--- src/rtl/axi_ctrl_pkg.sv ---
// Shared definitions for the AXI read/write request controllers: default widths,
// controller state encoding and burst helper functions.
package axi_ctrl_pkg;

  localparam int unsigned C_WR_LENGTH       = 4096;
  localparam int unsigned C_USER_DATA_WIDTH = 16;
  localparam int unsigned C_AXI_DATA_WIDTH  = 128;
  localparam int unsigned C_AXI_ADDR_WIDTH  = 32;
  localparam int unsigned C_ADDR_MAX_WIDTH  = 64;

  typedef logic [C_ADDR_MAX_WIDTH-1:0] addr_max_t;

  typedef enum logic [1:0] {
    ST_IDLE  = 2'd0,
    ST_DATA  = 2'd1,
    ST_DRAIN = 2'd2,
    ST_CMD   = 2'd3
  } ctrl_state_e;

  function automatic int unsigned beats_per_burst(input int unsigned len,
                                                  input int unsigned width);
    return len / (width / 8);
  endfunction

  // Next burst start inside [baddr, faddr]; the extra sum bit keeps the carry in the compare.
  function automatic addr_max_t next_burst_addr(input addr_max_t addr, input addr_max_t len,
                                                input addr_max_t baddr, input addr_max_t faddr);
    logic [C_ADDR_MAX_WIDTH:0] sum;
    sum = {1'b0, addr} + {1'b0, len};
    return (sum > {1'b0, faddr}) ? baddr : sum[C_ADDR_MAX_WIDTH-1:0];
  endfunction

endpackage

--- src/rtl/axi_wr_ctrl_if.sv ---
// User word stream plus AXI write-data and write-command channels of axi_wr_ctrl.
interface axi_wr_ctrl_if
  import axi_ctrl_pkg::*;
#(
  parameter int unsigned P_USER_DATA_WIDTH = C_USER_DATA_WIDTH,
  parameter int unsigned P_AXI_DATA_WIDTH  = C_AXI_DATA_WIDTH,
  parameter int unsigned P_AXI_ADDR_WIDTH  = C_AXI_ADDR_WIDTH
);

  logic [P_USER_DATA_WIDTH-1:0] i_user_data;
  logic                         i_user_valid;
  logic                         o_user_ready;
  logic [P_AXI_DATA_WIDTH-1:0]  o_u2a_wdata;
  logic                         o_u2a_wvalid;
  logic                         o_u2a_wlast;
  logic                         i_axi_wready;
  logic [P_AXI_ADDR_WIDTH-1:0]  o_u2a_addr;
  logic [7:0]                   o_u2a_length;
  logic                         o_u2a_valid;
  logic                         i_axi_ready;

  modport master (
    input  i_user_data, i_user_valid, i_axi_wready, i_axi_ready,
    output o_user_ready, o_u2a_wdata, o_u2a_wvalid, o_u2a_wlast,
           o_u2a_addr, o_u2a_length, o_u2a_valid
  );

  modport slave (
    output i_user_data, i_user_valid, i_axi_wready, i_axi_ready,
    input  o_user_ready, o_u2a_wdata, o_u2a_wvalid, o_u2a_wlast,
           o_u2a_addr, o_u2a_length, o_u2a_valid
  );

endinterface

--- src/rtl/axi_wr_packer.sv ---
// Packs narrow user words into one AXI beat, first word in the MSBs, and holds the
// completed beat in an output register until the data FIFO takes it.
module axi_wr_packer
  import axi_ctrl_pkg::*;
#(
  parameter int unsigned P_USER_DATA_WIDTH = C_USER_DATA_WIDTH,
  parameter int unsigned P_AXI_DATA_WIDTH  = C_AXI_DATA_WIDTH
) (
  input  logic                         i_clk,
  input  logic                         i_rst,
  input  logic [P_USER_DATA_WIDTH-1:0] i_data,
  input  logic                         i_valid,
  output logic                         o_ready,
  input  logic                         i_last,
  output logic                         o_beat_done,
  output logic [P_AXI_DATA_WIDTH-1:0]  o_data,
  output logic                         o_valid,
  output logic                         o_last,
  input  logic                         i_out_ready
);

  localparam int unsigned PACK  = P_AXI_DATA_WIDTH / P_USER_DATA_WIDTH;
  localparam int unsigned CNT_W = (PACK > 1) ? $clog2(PACK) : 1;
  localparam logic [CNT_W-1:0] CNT_LAST = CNT_W'(PACK - 1);

  logic [CNT_W-1:0]            cnt_q, cnt_d;
  logic [P_AXI_DATA_WIDTH-1:0] shift_q, shift_d;
  logic [P_AXI_DATA_WIDTH-1:0] data_q, data_d;
  logic                        valid_q, valid_d;
  logic                        last_q, last_d;
  logic                        accept;

  // The final word may only complete a beat if the output register is free this cycle.
  assign o_ready     = ~((cnt_q == CNT_LAST) & valid_q & ~i_out_ready);
  assign accept      = i_valid & o_ready;
  assign o_beat_done = accept & (cnt_q == CNT_LAST);

  always_comb begin
    // NOTE: every target gets a default first so no path leaves it unassigned (no latch).
    cnt_d   = cnt_q;
    shift_d = shift_q;
    data_d  = data_q;
    valid_d = valid_q;
    last_d  = last_q;
    if (valid_q && i_out_ready) begin
      valid_d = 1'b0;
      last_d  = 1'b0;
    end
    if (accept) begin
      shift_d = {shift_q[P_AXI_DATA_WIDTH-P_USER_DATA_WIDTH-1:0], i_data};
      if (cnt_q == CNT_LAST) begin
        cnt_d   = '0;
        data_d  = shift_d;
        valid_d = 1'b1;
        last_d  = i_last;
      end else begin
        cnt_d = cnt_q + CNT_W'(1);
      end
    end
  end

  always_ff @(posedge i_clk) begin
    // NOTE: non-blocking assignments so every flop samples pre-edge values.
    if (i_rst) begin
      cnt_q   <= '0;
      data_q  <= '0;
      valid_q <= 1'b0;
      last_q  <= 1'b0;
    end else begin
      cnt_q   <= cnt_d;
      data_q  <= data_d;
      valid_q <= valid_d;
      last_q  <= last_d;
    end
  end

  // NOTE: the shift register is not reset; a cleared word count overwrites it before use.
  always_ff @(posedge i_clk) begin
    shift_q <= shift_d;
  end

  assign o_data  = data_q;
  assign o_valid = valid_q;
  assign o_last  = last_q;

endmodule

--- src/rtl/axi_wr_ctrl.sv ---
// Write request controller: packs user words into bursts of AXI beats and issues one
// write command per completed burst, walking the address through [baddr, faddr].
module axi_wr_ctrl
  import axi_ctrl_pkg::*;
#(
  parameter int unsigned P_WR_LENGTH       = C_WR_LENGTH,
  parameter int unsigned P_USER_DATA_WIDTH = C_USER_DATA_WIDTH,
  parameter int unsigned P_AXI_DATA_WIDTH  = C_AXI_DATA_WIDTH,
  parameter int unsigned P_AXI_ADDR_WIDTH  = C_AXI_ADDR_WIDTH
) (
  input  logic                        i_clk,
  input  logic                        i_rst,
  input  logic                        i_ddr_init,
  input  logic [P_AXI_ADDR_WIDTH-1:0] i_user_baddr,
  input  logic [P_AXI_ADDR_WIDTH-1:0] i_user_faddr,
  axi_wr_ctrl_if.master               bus
);

  localparam int unsigned BEATS  = beats_per_burst(P_WR_LENGTH, P_AXI_DATA_WIDTH);
  localparam int unsigned BEAT_W = $clog2(BEATS + 1);
  localparam logic [BEAT_W-1:0] BEAT_LAST = BEAT_W'(BEATS - 1);
  localparam logic [7:0]        LENGTH    = 8'(BEATS - 1);

  logic rst_q1, rst_q2, ddr_q1, ddr_q2;

  ctrl_state_e                 state_q, state_d;
  logic [BEAT_W-1:0]           beat_cnt_q, beat_cnt_d;
  logic [P_AXI_ADDR_WIDTH-1:0] addr_q, addr_d;
  logic                        cmd_valid_q, cmd_valid_d;

  logic                        pk_ready, pk_beat_done, pk_valid, pk_last;
  logic [P_AXI_DATA_WIDTH-1:0] pk_data;
  logic                        in_data, wlast_hs;

  always_ff @(posedge i_clk) begin
    rst_q1 <= i_rst;
    rst_q2 <= rst_q1;
    ddr_q1 <= i_ddr_init;
    ddr_q2 <= ddr_q1;
  end

  assign in_data  = (state_q == ST_DATA);
  assign wlast_hs = pk_valid & bus.i_axi_wready & pk_last;

  axi_wr_packer #(
    .P_USER_DATA_WIDTH (P_USER_DATA_WIDTH),
    .P_AXI_DATA_WIDTH  (P_AXI_DATA_WIDTH)
  ) u_packer (
    .i_clk       (i_clk),
    .i_rst       (rst_q2),
    .i_data      (bus.i_user_data),
    .i_valid     (bus.i_user_valid & in_data),
    .o_ready     (pk_ready),
    .i_last      (beat_cnt_q == BEAT_LAST),
    .o_beat_done (pk_beat_done),
    .o_data      (pk_data),
    .o_valid     (pk_valid),
    .o_last      (pk_last),
    .i_out_ready (bus.i_axi_wready)
  );

  always_comb begin
    state_d     = state_q;
    beat_cnt_d  = beat_cnt_q;
    addr_d      = addr_q;
    cmd_valid_d = cmd_valid_q;
    if (pk_beat_done) beat_cnt_d = beat_cnt_q + BEAT_W'(1);
    if (wlast_hs)     beat_cnt_d = '0;
    unique case (state_q)
      ST_IDLE:  if (ddr_q2) state_d = ST_DATA;
      ST_DATA:  if (pk_beat_done && beat_cnt_q == BEAT_LAST) state_d = ST_DRAIN;
      ST_DRAIN: if (wlast_hs) begin
        state_d     = ST_CMD;
        cmd_valid_d = 1'b1;
      end
      ST_CMD:   if (cmd_valid_q && bus.i_axi_ready) begin
        state_d     = ST_DATA;
        cmd_valid_d = 1'b0;
        addr_d      = P_AXI_ADDR_WIDTH'(next_burst_addr(addr_max_t'(addr_q),
                        addr_max_t'(P_WR_LENGTH), addr_max_t'(i_user_baddr),
                        addr_max_t'(i_user_faddr)));
      end
    endcase
  end

  always_ff @(posedge i_clk) begin
    if (rst_q2) begin
      state_q     <= ST_IDLE;
      beat_cnt_q  <= '0;
      addr_q      <= i_user_baddr;
      cmd_valid_q <= 1'b0;
    end else begin
      state_q     <= state_d;
      beat_cnt_q  <= beat_cnt_d;
      addr_q      <= addr_d;
      cmd_valid_q <= cmd_valid_d;
    end
  end

  assign bus.o_user_ready = in_data & pk_ready;
  assign bus.o_u2a_wdata  = pk_data;
  assign bus.o_u2a_wvalid = pk_valid;
  assign bus.o_u2a_wlast  = pk_last;
  assign bus.o_u2a_addr   = addr_q;
  assign bus.o_u2a_length = LENGTH;
  assign bus.o_u2a_valid  = cmd_valid_q;

endmodule

--- src/flat_wrapper.sv ---
// flat-port wrapper written by rule: the top's interface ports become plain ports
module axi_wr_ctrl_flat import axi_ctrl_pkg::*;
#(
  parameter int unsigned P_WR_LENGTH       = C_WR_LENGTH,
  parameter int unsigned P_USER_DATA_WIDTH = C_USER_DATA_WIDTH,
  parameter int unsigned P_AXI_DATA_WIDTH  = C_AXI_DATA_WIDTH,
  parameter int unsigned P_AXI_ADDR_WIDTH  = C_AXI_ADDR_WIDTH
)
  (i_clk, i_rst, i_ddr_init, i_user_baddr, i_user_faddr, bus_i_user_data, bus_i_user_valid, bus_i_axi_wready, bus_i_axi_ready, bus_o_user_ready, bus_o_u2a_wdata, bus_o_u2a_wvalid, bus_o_u2a_wlast, bus_o_u2a_addr, bus_o_u2a_length, bus_o_u2a_valid);
  axi_wr_ctrl_if #(.P_USER_DATA_WIDTH(P_USER_DATA_WIDTH), .P_AXI_DATA_WIDTH(P_AXI_DATA_WIDTH), .P_AXI_ADDR_WIDTH(P_AXI_ADDR_WIDTH)) bus_i ();
  input  logic i_clk;
  input  logic i_rst;
  input  logic i_ddr_init;
  input  logic [P_AXI_ADDR_WIDTH-1:0] i_user_baddr;
  input  logic [P_AXI_ADDR_WIDTH-1:0] i_user_faddr;
  input wire logic [$bits(bus_i.i_user_data)-1:0] bus_i_user_data;
  input wire logic [$bits(bus_i.i_user_valid)-1:0] bus_i_user_valid;
  input wire logic [$bits(bus_i.i_axi_wready)-1:0] bus_i_axi_wready;
  input wire logic [$bits(bus_i.i_axi_ready)-1:0] bus_i_axi_ready;
  output wire logic [$bits(bus_i.o_user_ready)-1:0] bus_o_user_ready;
  output wire logic [$bits(bus_i.o_u2a_wdata)-1:0] bus_o_u2a_wdata;
  output wire logic [$bits(bus_i.o_u2a_wvalid)-1:0] bus_o_u2a_wvalid;
  output wire logic [$bits(bus_i.o_u2a_wlast)-1:0] bus_o_u2a_wlast;
  output wire logic [$bits(bus_i.o_u2a_addr)-1:0] bus_o_u2a_addr;
  output wire logic [$bits(bus_i.o_u2a_length)-1:0] bus_o_u2a_length;
  output wire logic [$bits(bus_i.o_u2a_valid)-1:0] bus_o_u2a_valid;
  assign bus_i.i_user_data = bus_i_user_data;
  assign bus_i.i_user_valid = bus_i_user_valid;
  assign bus_i.i_axi_wready = bus_i_axi_wready;
  assign bus_i.i_axi_ready = bus_i_axi_ready;
  assign bus_o_user_ready = bus_i.o_user_ready;
  assign bus_o_u2a_wdata = bus_i.o_u2a_wdata;
  assign bus_o_u2a_wvalid = bus_i.o_u2a_wvalid;
  assign bus_o_u2a_wlast = bus_i.o_u2a_wlast;
  assign bus_o_u2a_addr = bus_i.o_u2a_addr;
  assign bus_o_u2a_length = bus_i.o_u2a_length;
  assign bus_o_u2a_valid = bus_i.o_u2a_valid;
  axi_wr_ctrl #(.P_WR_LENGTH(P_WR_LENGTH), .P_USER_DATA_WIDTH(P_USER_DATA_WIDTH), .P_AXI_DATA_WIDTH(P_AXI_DATA_WIDTH), .P_AXI_ADDR_WIDTH(P_AXI_ADDR_WIDTH)) u_core (.i_clk(i_clk), .i_rst(i_rst), .i_ddr_init(i_ddr_init), .i_user_baddr(i_user_baddr), .i_user_faddr(i_user_faddr), .bus(bus_i));
endmodule
--- config.mk ---
export PLATFORM = sky130hd
export DESIGN_NAME = axi_wr_ctrl_flat
export DESIGN_NICKNAME = d
export VERILOG_FILES = /design/src/rtl/axi_ctrl_pkg.sv /design/src/rtl/axi_wr_ctrl_if.sv /design/src/rtl/axi_wr_packer.sv /design/src/rtl/axi_wr_ctrl.sv /design/src/flat_wrapper.sv
export SDC_FILE = /design/constraint.sdc
export NUM_CORES = 1
export LEC_CHECK = 0
export CAP_MARGIN = 15
export CORE_MARGIN = 4
export CORE_UTILIZATION = 35
export CTS_BUF_LIST = sky130_fd_sc_hd__clkbuf_8
export CTS_CLUSTER_DIAMETER = 60
export DETAILED_ROUTE_END_ITERATION = 16
export GPL_ROUTABILITY_DRIVEN = 0
export SLEW_MARGIN = 0
export SYNTH_ARGS = -nofsm -noshare
export SYNTH_HDL_FRONTEND = slang
export SYNTH_HIERARCHICAL = 1
export SYNTH_SLANG_ARGS = --single-unit
--- constraint.sdc ---
create_clock -name i_clk -period 4.8 [get_ports i_clk]
set_clock_uncertainty 0.05 [all_clocks]
set_input_delay 0.96 -clock i_clk [delete_from_list [all_inputs] [get_ports i_clk]]
set_output_delay 0.96 -clock i_clk [all_outputs]
set_load 0.005 [all_outputs]
==> metrics.md <==
| Metric | Value |
|---|---|
| CP arrival | between 4 and 5 ns |
| Vias | 8,973 |
| Worst setup SP type | register |
| Largest net degree at the start of global routing | roughly 120 |
| Max Slew Vio Count | 0 |
| Setup TNS | 0 ns |
| Worst setup EP type | register |
| N_diodes | 0 |
| CTS Root Cell | clkbuf_8 |
| Worst-Skew Late Latency | 0.55 ns |
| # fillers | between 3,000 and 4,000 |
| Synth Flop Type | dfxtp_1 |
| Synth unique cells | 48 |
| Initial core utilization | 35.3% |
| Post-Place Cells | between 1,500 and 2,000 |
| Post-place instance area | roughly 15,000 sq um |
| Critical-path top delay cell | nor2b_1 |
| Hold wc startpoint | u_core/ddr_q1 |
| First drt pass iteration count | 5 |
| Non-filler cells, final | 1,786 |
| Die area | roughly 37,000 sq um |
| Number of enable flip-flop cells after synthesis | 144 |
| Via density | roughly 5 |
| Hold Vio Cnt, Final | 0 |
| Core box area | between 30,000 and 40,000 sq um |
| Drt drc | 0 |
| H-tree depth | 2 |
| Mapped Area | 11,800 sq um |
| Worst hold path class | register to register |
| DP HPWL | 23,000 microns |
| CP Max Fanout | 12 |
| Share of cells above drive strength 1 | between 8 and 9% |
| Area delta synth->final | 32.6% |
| DR iter-0 viols | 530 |
| Leak Pwr | between 5 and 6 nW |
| Fmax | ~0.23 GHz |
| DR WL/cell | around 19 microns |
| Worst Setup Path Type | register to register |
| R2R Path Start | u_core/bus.o_u2a_addr[14] |
| Cell taking the most area after synthesis | edfxtp_1 |
| Post-cts resize count | 0 |
| Synth top area cells | edfxtp_1 37%, dfxtp_1 25%, a21oi_1 6.1% |
| Pwr dens | around 380 nW/um^2 |
| CP startpoint | u_core/bus.o_u2a_addr[14] |
| Worst setup margin | 0.453 ns |
| Nets | roughly 1,400 |
| WP data required | between 4 and 5 ns |
| Top-area cell type share of the netlist area | a little over a third |
| MaxCap Viol Count | 0 |
| FF+latch count, synth | 293 |
| Worst Tran Pin Value | about 1.1 ns |
| CTS buffer count | 49 |
| Total gr overflow | 0 |
| RSZ-0062 raised after global routing | no |
| Worst-path cell chain | and4_4, nand4_4, nor2_1, nand3_1, xnor2_1, ha_1, nand4_1, nor4_1, a211oi_1, a21oi_1, o32ai_4, nor2b_1 |
| Hold slack | around 0.28 ns |
| Final period utilization | between 90% and 100% |
| DIE WIDTH | approximately 190 microns |
| Mean Syn Cell Area | 11.1 sq um |
| Max clock buf depth | 3 |
| Post-layout minimum cycle time | 4.35 ns |
| Endpoints failing setup | 0 |
| First-pass GRT wire length | just over 50,000 microns |
| Setup bufs post-CTS | 0 |
| Finished Cell Area | roughly 16,000 sq um |
| Largest stage delay, worst path | 0.80 ns |
| Antenna violations before repair | 0 |
| Most frequent cells in the layout | 249 x clkdlybuf4s50_1, 148 x dfxtp_1, 145 x a21oi_1, 144 x edfxtp_1, 142 x o21ai_0 |
| Number of routed nets with antenna violations | 0 |
| Commonest non-fill, non-tap cell in the layout | clkdlybuf4s50_1 |
| Seq/Total Area, Yosys | 61.9% |
| I/O pin count | between 200 and 300 |
| Clock Sinks | approximately 300 |
| Syn Inst Count | 1,061 |
| Synth warn | 6 |
| TritonCTS clock tree | done |
| Hold buffers post-CTS | 0 |
| Number of global-route vias before repair | 9,088 |
| Max IR drop VDD | about 190 uV |
| Total Routed Length | about 33,000 microns |
| Status | finished clean |
| Gr usage total | roughly 18% |
| Rows | 67 |
| Clk pin slew, worst setup/hold paths | 0.06 ns |
| Async set-or-reset flop fraction in the synthesized netlist | 0% |
| Slew HR | approximately 25% |
| Die H | around 190 microns |
| Place WS | 0.588 ns |
| Port Buffers | about 250 |
## flip-flops by register name, indices dropped and copies added, names as in the netlist, 2 cells and up
signal	count
u_core/u_packer/cnt_q	3
u_core/u_packer/o_data	128
u_core/bus.o_u2a_addr	32
u_core/state_q	2
u_core/u_packer/shift_q	112
u_core/beat_cnt_q	9
## synthesized netlist by cell type, drive strengths merged (2+ instances only)
library cell    n
clkbuf         44
nor2           31
inv            49
and4            5
or3             3
a211oi          3
mux2i           3
a21oi         146
nand2          24
a21o            5
nor4            2
nand3         139
nor3            3
nand2b          6
o21ai         142
buf            40
nor2b           2
xnor2          14
mux2           20
and2            4
dfxtp         149
nand4          14
nand4b          2
xor2            8
ha             43
and3            3
a22oi           2
edfxtp        144
## report_power, final
group / internal [mW] / switching (mW)
logic: 0.321 / 0.318
registers: 2.95 / 0.175
clock network: 1.25 / 0.985
## metrics by stage
step | total power, mW | util, %
after CTS | 6.08 | 46.8
after detailed placement | 3.82 | 43.8
after global placement | 3.80 | 43.8
final | 5.99 | 46.8
after floorplan | 3.47 | -
after global routing | 6.28 | 46.8
## cell type report
cell class              count  area (sq um)  share of cell area [%]
clock buffers              54           743                    4.75
inverters                  49           184                    1.17
clock inverters            37           256                    1.64
well taps                 448           561                    3.58
flip-flops and latches    293          7310                    46.7
repair buffers            263          2650                    16.9
multi-input cells         642          3960                    25.3
## metal layers
metal | wire length, microns | track usage (%) | share of wire, % | up-vias
li1 | - | - | - | 4306
met5 | 0 | 0 | 0 | -
met3 | 2410 | 4.63 | 7.2 | 60
met4 | 995 | 5.80 | 3.0 | 0
met2 | 16300 | 29.6 | 49 | 255
met1 | 13800 | 21.8 | 41 | 4352
## path summary, 6_finish.rpt
check / end / slack (ns) / cells past startpoint
hold / removal: u_core/ddr_q2 / 0.28 / 0
hold reg to reg: u_core/ddr_q2 / 0.28 / 0
setup reg to reg: u_core/bus.o_u2a_addr[10] / 0.45 / 12
setup / recovery: u_core/bus.o_u2a_addr[10] / 0.45 / 12
## cells by family after synthesis
| logic type | after synthesis | synth area share, % |
|---|---|---|
| buffers and inverters | 133 | 5.18 |
| AOI/OAI and AO/OA | 305 | 13.4 |
| DFF | 293 | 61.9 |
| muxes | 23 | 2.67 |
| other | 1 | 0.0317 |
| adders and majority gates | 43 | 4.56 |
| xor gates and xnor gates | 22 | 1.63 |
| and+or+nand+nor | 241 | 10.6 |
## critical path: cells and delay by family, from the launching register on
kind	cells	cell delay, ns
compound gates	3	0.52
xor+xnor	1	0.17
flops	1	0.44
simple gates	7	2.48
fa+ha+maj	1	0.30
(Power assumes the default switching activity.)
